### src/rtl/hazard_control_unit.sv
// hazard_control_unit: load-use stall and branch/jump flush control for a
// classic 5-stage pipeline. Outputs are combinational from the inputs and the
// registered FSM state, so a hazard or branch takes effect in the cycle it
// appears. A small down-counter stretches stalls to LOAD_LAT cycles and
// flushes to FLUSH_DEPTH cycles.
// Optional build macro: HAZARD_PERF_EN adds saturating 16-bit Stall_Count and
// Flush_Count performance counters.
module hazard_control_unit #(
  parameter int REG_W       = 5,
  parameter int LOAD_LAT    = 1,
  parameter int FLUSH_DEPTH = 1
) (
  input  logic             clk,
  input  logic             reset,
  input  logic             Branch,
  input  logic             Jump,
  input  logic             MemRead_signal_EX,
  input  logic [REG_W-1:0] rt_EX,
  input  logic [REG_W-1:0] rs_ID,
  input  logic [REG_W-1:0] rt_ID,
  input  logic             Use_rs_ID,
  input  logic             Use_rt_ID,
  input  logic             Mem_Busy,
  output logic             PCWrite,
  output logic             IF_ID_RegWrite,
  output logic             Stall,
  output logic             Flush,
  output logic [1:0]       Hazard_State
`ifdef HAZARD_PERF_EN
  ,
  output logic [15:0]      Stall_Count,
  output logic [15:0]      Flush_Count
`endif
);

  typedef enum logic [1:0] {
    IDLE       = 2'd0,
    LOAD_STALL = 2'd1,
    FLUSH      = 2'd2,
    ILLEGAL    = 2'd3
  } state_t;

  // Counter preload values: the first stall/flush cycle happens in IDLE (or
  // on the branch cycle), so the counter covers only the remaining cycles.
  localparam logic [1:0] LOAD_CNT_INIT  = 2'(LOAD_LAT - 1);
  localparam logic [1:0] FLUSH_CNT_INIT = 2'(FLUSH_DEPTH - 1);

  state_t     state_q, state_d;
  logic [1:0] cnt_q, cnt_d;

  logic hz;
  logic redirect;
  logic pc_we, ifid_we, stall_int, flush_int;

  // Load-use hazard detect; register 0 is hardwired and never stalls.
  always_comb begin
    hz = MemRead_signal_EX && (rt_EX != '0) &&
         ((Use_rs_ID && (rt_EX == rs_ID)) || (Use_rt_ID && (rt_EX == rt_ID)));
    redirect = Branch | Jump;
  end

  // Next-state and internal control decode, highest priority first.
  always_comb begin
    state_d   = state_q;
    cnt_d     = cnt_q;
    pc_we     = 1'b1;
    ifid_we   = 1'b1;
    stall_int = 1'b0;
    flush_int = 1'b0;

    if (Mem_Busy) begin
      // Freeze: everything holds, events are ignored this cycle.
      pc_we   = 1'b0;
      ifid_we = 1'b0;
      if (state_q == ILLEGAL) begin
        state_d = IDLE;
        cnt_d   = 2'd0;
      end
    end else if (redirect) begin
      // A taken branch/jump wins over any stall in progress.
      flush_int = 1'b1;
      if (FLUSH_DEPTH > 1) begin
        state_d = FLUSH;
        cnt_d   = FLUSH_CNT_INIT;
      end else begin
        state_d = IDLE;
        cnt_d   = 2'd0;
      end
    end else begin
      case (state_q)
        FLUSH: begin
          flush_int = 1'b1;
          // Exit on cnt==1; the <= guard also keeps a stray 0 from wrapping.
          if (cnt_q <= 2'd1) begin
            state_d = IDLE;
            cnt_d   = 2'd0;
          end else begin
            cnt_d = cnt_q - 2'd1;
          end
        end
        LOAD_STALL: begin
          stall_int = 1'b1;
          pc_we     = 1'b0;
          ifid_we   = 1'b0;
          if (cnt_q <= 2'd1) begin
            state_d = IDLE;
            cnt_d   = 2'd0;
          end else begin
            cnt_d = cnt_q - 2'd1;
          end
        end
        IDLE: begin
          if (hz) begin
            stall_int = 1'b1;
            pc_we     = 1'b0;
            ifid_we   = 1'b0;
            if (LOAD_LAT > 1) begin
              state_d = LOAD_STALL;
              cnt_d   = LOAD_CNT_INIT;
            end
          end
        end
        default: begin
          // Illegal encoding: behave as quiet IDLE and recover next cycle.
          state_d = IDLE;
          cnt_d   = 2'd0;
        end
      endcase
    end
  end

  // Output stage: while reset is held the pipeline runs freely with no bubbles.
  always_comb begin
    if (!reset) begin
      PCWrite        = 1'b1;
      IF_ID_RegWrite = 1'b1;
      Stall          = 1'b0;
      Flush          = 1'b0;
      Hazard_State   = IDLE;
    end else begin
      PCWrite        = pc_we;
      IF_ID_RegWrite = ifid_we;
      Stall          = stall_int;
      Flush          = flush_int;
      Hazard_State   = state_q;
    end
  end

  // FSM state and cycle counter registers.
  always_ff @(posedge clk) begin
    if (!reset) begin
      state_q <= IDLE;
      cnt_q   <= 2'd0;
    end else begin
      state_q <= state_d;
      cnt_q   <= cnt_d;
    end
  end

`ifdef HAZARD_PERF_EN
  logic [15:0] stall_count_q, stall_count_d;
  logic [15:0] flush_count_q, flush_count_d;

  // Saturating event counters; Stall/Flush are already 0 while busy, so the
  // counters hold then without extra gating.
  always_comb begin
    stall_count_d = stall_count_q;
    flush_count_d = flush_count_q;
    if (Stall && (stall_count_q != 16'hFFFF)) begin
      stall_count_d = stall_count_q + 16'd1;
    end
    if (Flush && (flush_count_q != 16'hFFFF)) begin
      flush_count_d = flush_count_q + 16'd1;
    end
  end

  // Performance counter registers.
  always_ff @(posedge clk) begin
    if (!reset) begin
      stall_count_q <= 16'd0;
      flush_count_q <= 16'd0;
    end else begin
      stall_count_q <= stall_count_d;
      flush_count_q <= flush_count_d;
    end
  end

  assign Stall_Count = stall_count_q;
  assign Flush_Count = flush_count_q;
`endif

endmodule

### config.mk
export PLATFORM = sky130hd
export DESIGN_NAME = hazard_control_unit
export DESIGN_NICKNAME = d
export VERILOG_FILES = /design/src/rtl/hazard_control_unit.sv
export SDC_FILE = /design/constraint.sdc
export NUM_CORES = 1
export LEC_CHECK = 0
export ABC_AREA = 1
export CAP_MARGIN = 5
export CORE_AREA = 2 2 39 41
export DETAILED_ROUTE_END_ITERATION = 8
export DIE_AREA = 0 0 41 43
export PLACE_DENSITY = 0.7
export SLEW_MARGIN = 20
export SYNTH_ARGS = -nofsm -noshare
export SYNTH_HDL_FRONTEND = slang
export SYNTH_SLANG_ARGS = --single-unit
### constraint.sdc
create_clock -name clk -period 0.9 [get_ports clk]
set_input_delay 0.18 -clock clk [delete_from_list [all_inputs] [get_ports clk]]
set_output_delay 0.18 -clock clk [all_outputs]
set_load 0.005 [all_outputs]
# Word-level counts from Yosys, hierarchy flattened

Index checks and enable logic that the tools add are counted.
Widths: inputs -> output; s select.

Flip-flop bits (word level): 4
Output and inout bits: 6

$add $sub $neg: 1
Magnitude comparators: 1
Equal/unequal tests: 8
Muxes and demuxes: 24
Bitwise gates (word level): 1
Reduce and logical (&&, ||, !) cells: 10

Operator list:

| cell                | number |
|---|---|
| $mux 2              | 8 |
| $mux 1              | 12 |
| $eq 5x5->1          | 2 |
| $pmux 2 s2          | 2 |
| $reduce_bool 5->1   | 1 |
| $eq 2x2->1 const B  | 2 |
| $logic_and 1x1->1   | 4 |
| $ne 4x1->1 const B  | 1 |
| $pmux 1 s2          | 2 |
| $ne 3x3->1 const B  | 1 |
| $reduce_and 3->1    | 1 |
| $eq 2x1->1 const B  | 1 |
| $le 2x1->1 const B  | 1 |
| $logic_not 2->1     | 1 |
| $ne 2x1->1 const B  | 1 |
| $reduce_and 2->1    | 1 |
| $reduce_or 2->1     | 1 |
| $sub 2x1->2 const B | 1 |
| $logic_or 1x1->1    | 1 |
| $or 1x1->1          | 1 |

# Depth between registers and ports, before layout

Gate-level depths: netlist (run 1).

Depth after elaboration: 9
Depth in mapped cells: 10
Gate-level depth less buffers: 9

# Worst setup path before layout (run 1)

OpenSTA, ideal clock, no wires.

Path type: input to output
Start: input port rt_EX[4]
End: output port PCWrite
Arrival time: 0.801 ns
Required time: 0.720 ns
Path slack: -0.081 ns
Stages on the path: 10
Path buffers: 1
Cell sequence: inv_2 -> nand2_1 -> nand2_1 -> nor2_2 -> nand3_1 -> nand2_1 -> nand2_1 -> nand2_1 -> nand2_1 -> buf_4

Longest elaborated chain between the ends: 9
Elaborated cells between the ends (all ways): 13

Ends and longest elaborated chain:

| element                 | line | source |
|---|---|---|
| from (decl)             | 18   | `input logic [REG_W-1:0] rt_EX,` |
| $eq 5x5->1              | 58   | `((Use_rs_ID && (rt_EX == rs_ID)) \|\| (Use_rt_ID && (rt_EX == rt_ID)));` |
| $logic_and 1x1->1       | 58   |  |
| $logic_or 1x1->1        | 58   |  |
| $logic_and 1x1->1 (*)   | 57   | `hz = MemRead_signal_EX && (rt_EX != '0) &&` |
| $mux 1 (*)              | --   |  |
| $pmux 1 s2 (*)          | --   |  |
| $mux 1 (*) (3 in a row) | --   |  |
| to (decl)               | 24   | `output logic PCWrite,` |

Every way passes the cells marked *; elsewhere a longest branch is shown, timed or not.

# Final worst setup path (run 1)

Start: input port rt_EX[4]
End: output port IF_ID_RegWrite

Longest elaborated chain between the ends: 9
Elaborated cells between the ends (all ways): 13

Ends and longest elaborated chain:

| element               | line | source |
|---|---|---|
| $eq 5x5->1            | 58   |  |
| $logic_and 1x1->1     | 58   |  |
| $logic_or 1x1->1      | 58   |  |
| $logic_and 1x1->1 (*) | 57   |  |
| $mux 1 (*)            | 113  | `if (hz) begin` |
| $pmux 1 s2 (*)        | 90   | `case (state_q)` |
| $mux 1 (*)            | 79   | `end else if (redirect) begin` |
| $mux 1 (*)            | 71   | `if (Mem_Busy) begin` |
| $mux 1 (*)            | 134  | `if (!reset) begin` |
| to (decl)             | 25   | `output logic IF_ID_RegWrite,` |

Marked as above.

==> results of run 1 <==
[Yosys cell counts]
cell | n | area [sq um]
inv_2 | 4 | 15.0
nand4_1 | 1 | 6.26
nor2_1 | 11 | 41.3
conb_1 | 1 | 3.75
buf_4 | 3 | 22.5
nand3_1 | 3 | 15.0
nand2_1 | 32 | 120
nand2_2 | 1 | 6.26
nor2_2 | 1 | 6.26
inv_1 | 13 | 48.8
[stage by stage]
stage	cell area [sq um]	TNS [ps]
floorplan	289	-80.9
global placement	554	-3630
detailed placement	554	-3720
CTS	547	-677
global route	591	-1010
finish	591	-601
[placed cells by master, fill, tap and decap left out, drive strengths merged]
| master | n |
|---|---|
| buf | 20 |
| clkbuf | 2 |
| clkdlybuf4s15 | 3 |
| conb | 2 |
| dlygate4sd2 | 2 |
| inv | 17 |
| nand2 | 33 |
| nand3 | 3 |
| nand4 | 1 |
| nor2 | 12 |
[per-layer routing]
| metal | routed length, um | vias to the layer above | GRT usage, % |
|---|---|---|---|
| li1 | - | 244 | - |
| met1 | 339 | 180 | 12.7 |
| met2 | 443 | 12 | 16.9 |
| met3 | 47 | 0 | 0 |
| met4 | 0 | 0 | 0 |
| met5 | 0 | - | 0 |
[path summary, 6_finish.rpt]
path,slack (ps),cells past startpoint,end,startpoint
worst max-delay path,-210,10,IF_ID_RegWrite,rt_EX[4]
worst min-delay path,760,3,PCWrite,reset
[tightest hold or removal path, stage by stage]
cell and delay [ps]:
dlygate4sd2_1 210, nand2_1 60, buf_2 120
[repair_timing]
item	CTS	global route
gates cloned	0	0
pin swaps	34	19
gates resized for setup	109	20
endpoints found under the setup margin	4	4
[cells by family after synthesis]
family	Yosys count	synth area share, %
buffers and inverters	20	30.3
and+or+nand+nor	49	68.4
other	1	1.31
[power by group through the flow]
stage / logic [mW] / registers [mW] / clock network, mW
after floorplan: 0.0846 / 0 / 0
after global placement: 0.208 / 0 / 0
after detailed placement: 0.211 / 0 / 0
after CTS: 0.206 / 0 / 0
after global routing: 0.257 / 0 / 0
final: 0.229 / 0 / 0
[layout make-up]
cell class	instances	area (sq um)
Timing Repair Buffer	27	267
Multi-Input combinational cell	51	228
Tap cell	16	20.0
Fill cell	152	793
Inverter	17	76.3
==> flow_summary.yaml, run 1 <==
synth:
  yosys_warnings: 0
  synthCells: 70
  synthDistinctLibCells: 10
  netlist_area_sq_um: 285
  postSynthAreaPerCell_sq_um: 4.08
  ys_seq_area_share_pct: 0
drt:
  drc_errors: 0
  drtPass1Iterations: 4
  first_iter_violations: 7
  drt_wl_total_um: 830
  via_per_inst: 3.93
  wl_per_cell_um: 7.48
  postRouteAntennaNets: 0
  vias: 436
setup_path:
  path_cells: "buf_8 -> nand2_1 -> nand2_2 -> nor2_2 -> nand3_1 -> nand2_1 -> nand2_2 -> nand2_1 -> nand2_1 -> buf_2"
  crit_family: "simple AND/OR/NAND/NOR gates"
  cp_max_fo: 3
  worst-path-buf-inv: 2
  cp_slowest_cell: "buf_2"
  cp.arrival_ps: 930
  worst_setup_path_end_kind: "primary output"
  start_kind: "primary input"
  cpPeakStageDelay_ps: 130
  path_common_cell: "nand2_1"
  crit_type: "in2out"
  cp.required_ps: 720
timing:
  rsz0062_at_grt: "yes"
  fmax_ghz: 0.899
  maxSlewViolCount: 0
  hold_ws_ps: 757
  fin_crit_ps: 1110
  fin_ws_ps: -212
  period_share_pct: 124
  hold_violations: 0
  setup_viol_count_final: 3
power:
  power_frac_comb_pct: 100.0
  peakVddDrop_v: 0.000177
  p_per_area_nw_per_um2: 388
  p_sw_share_pct: 42.0
  p_switching_uw: 96.3
  finalPower_uw: 229
  p_clk_share_pct: 0
  p_leak_nw: 0.367
  pwr-share-seq_pct: 0
  internal-power_uw: 133
cells_and_area:
  final_core_util_pct: 42.7
  seq_cells: 0
  fin_cells: 111
  num-clock-buffers: 0
  diodes: 0
  seqCellArea_sq_um: 0
  areaGrowthSynthToFinish_pct: 107
  drive_above_1_share_pct: 45.3
  fin_nets: 120
floorplanning:
  chipWidth_um: 41
  rows: 14
  dieArea_sq_um: 1760
  die_h_um: 43
  initial_core_util_pct: 20.6
  io_pins: 29
  core_sq_um: 1380
global_route:
  grt_pass1_wl_um: 1250
  grt_overflow_total: 0
  grt_pass1_vias: 337
  grt_use_total_pct: 9.39
  grt_max_degree: 6
  antenna_found_initial: 0
placement:
  gp_congestion: 0.680
  place_ws_ps: -1040
  dp_hpwl_um: 718
  dp_cells: 111
  portBuffers: 26
run_status:
  status: "complete, but fails checks"
  violations: "negative setup slack"
clocking:
  postCtsSetupRepairBufs: 0
  hold_buffers: 0
min_path:
  hold_path.class: "in2out"
run:
  drv_cap: 0
No activity file was read; power rests on OpenSTA's default activity.
==> run 2: changes to the inputs <==
--- a/config.mk
+++ b/config.mk
@@ -11,6 +11,7 @@
 export DETAILED_ROUTE_END_ITERATION = 8
 export DIE_AREA = 0 0 41 43
 export PLACE_DENSITY = 0.7
+export RECOVER_POWER = 25
 export SLEW_MARGIN = 20
 export SYNTH_ARGS = -nofsm -noshare
 export SYNTH_HDL_FRONTEND = slang
==> results of run 2 <==
The final DEF is identical to that of run 1; final timing and power are the same.
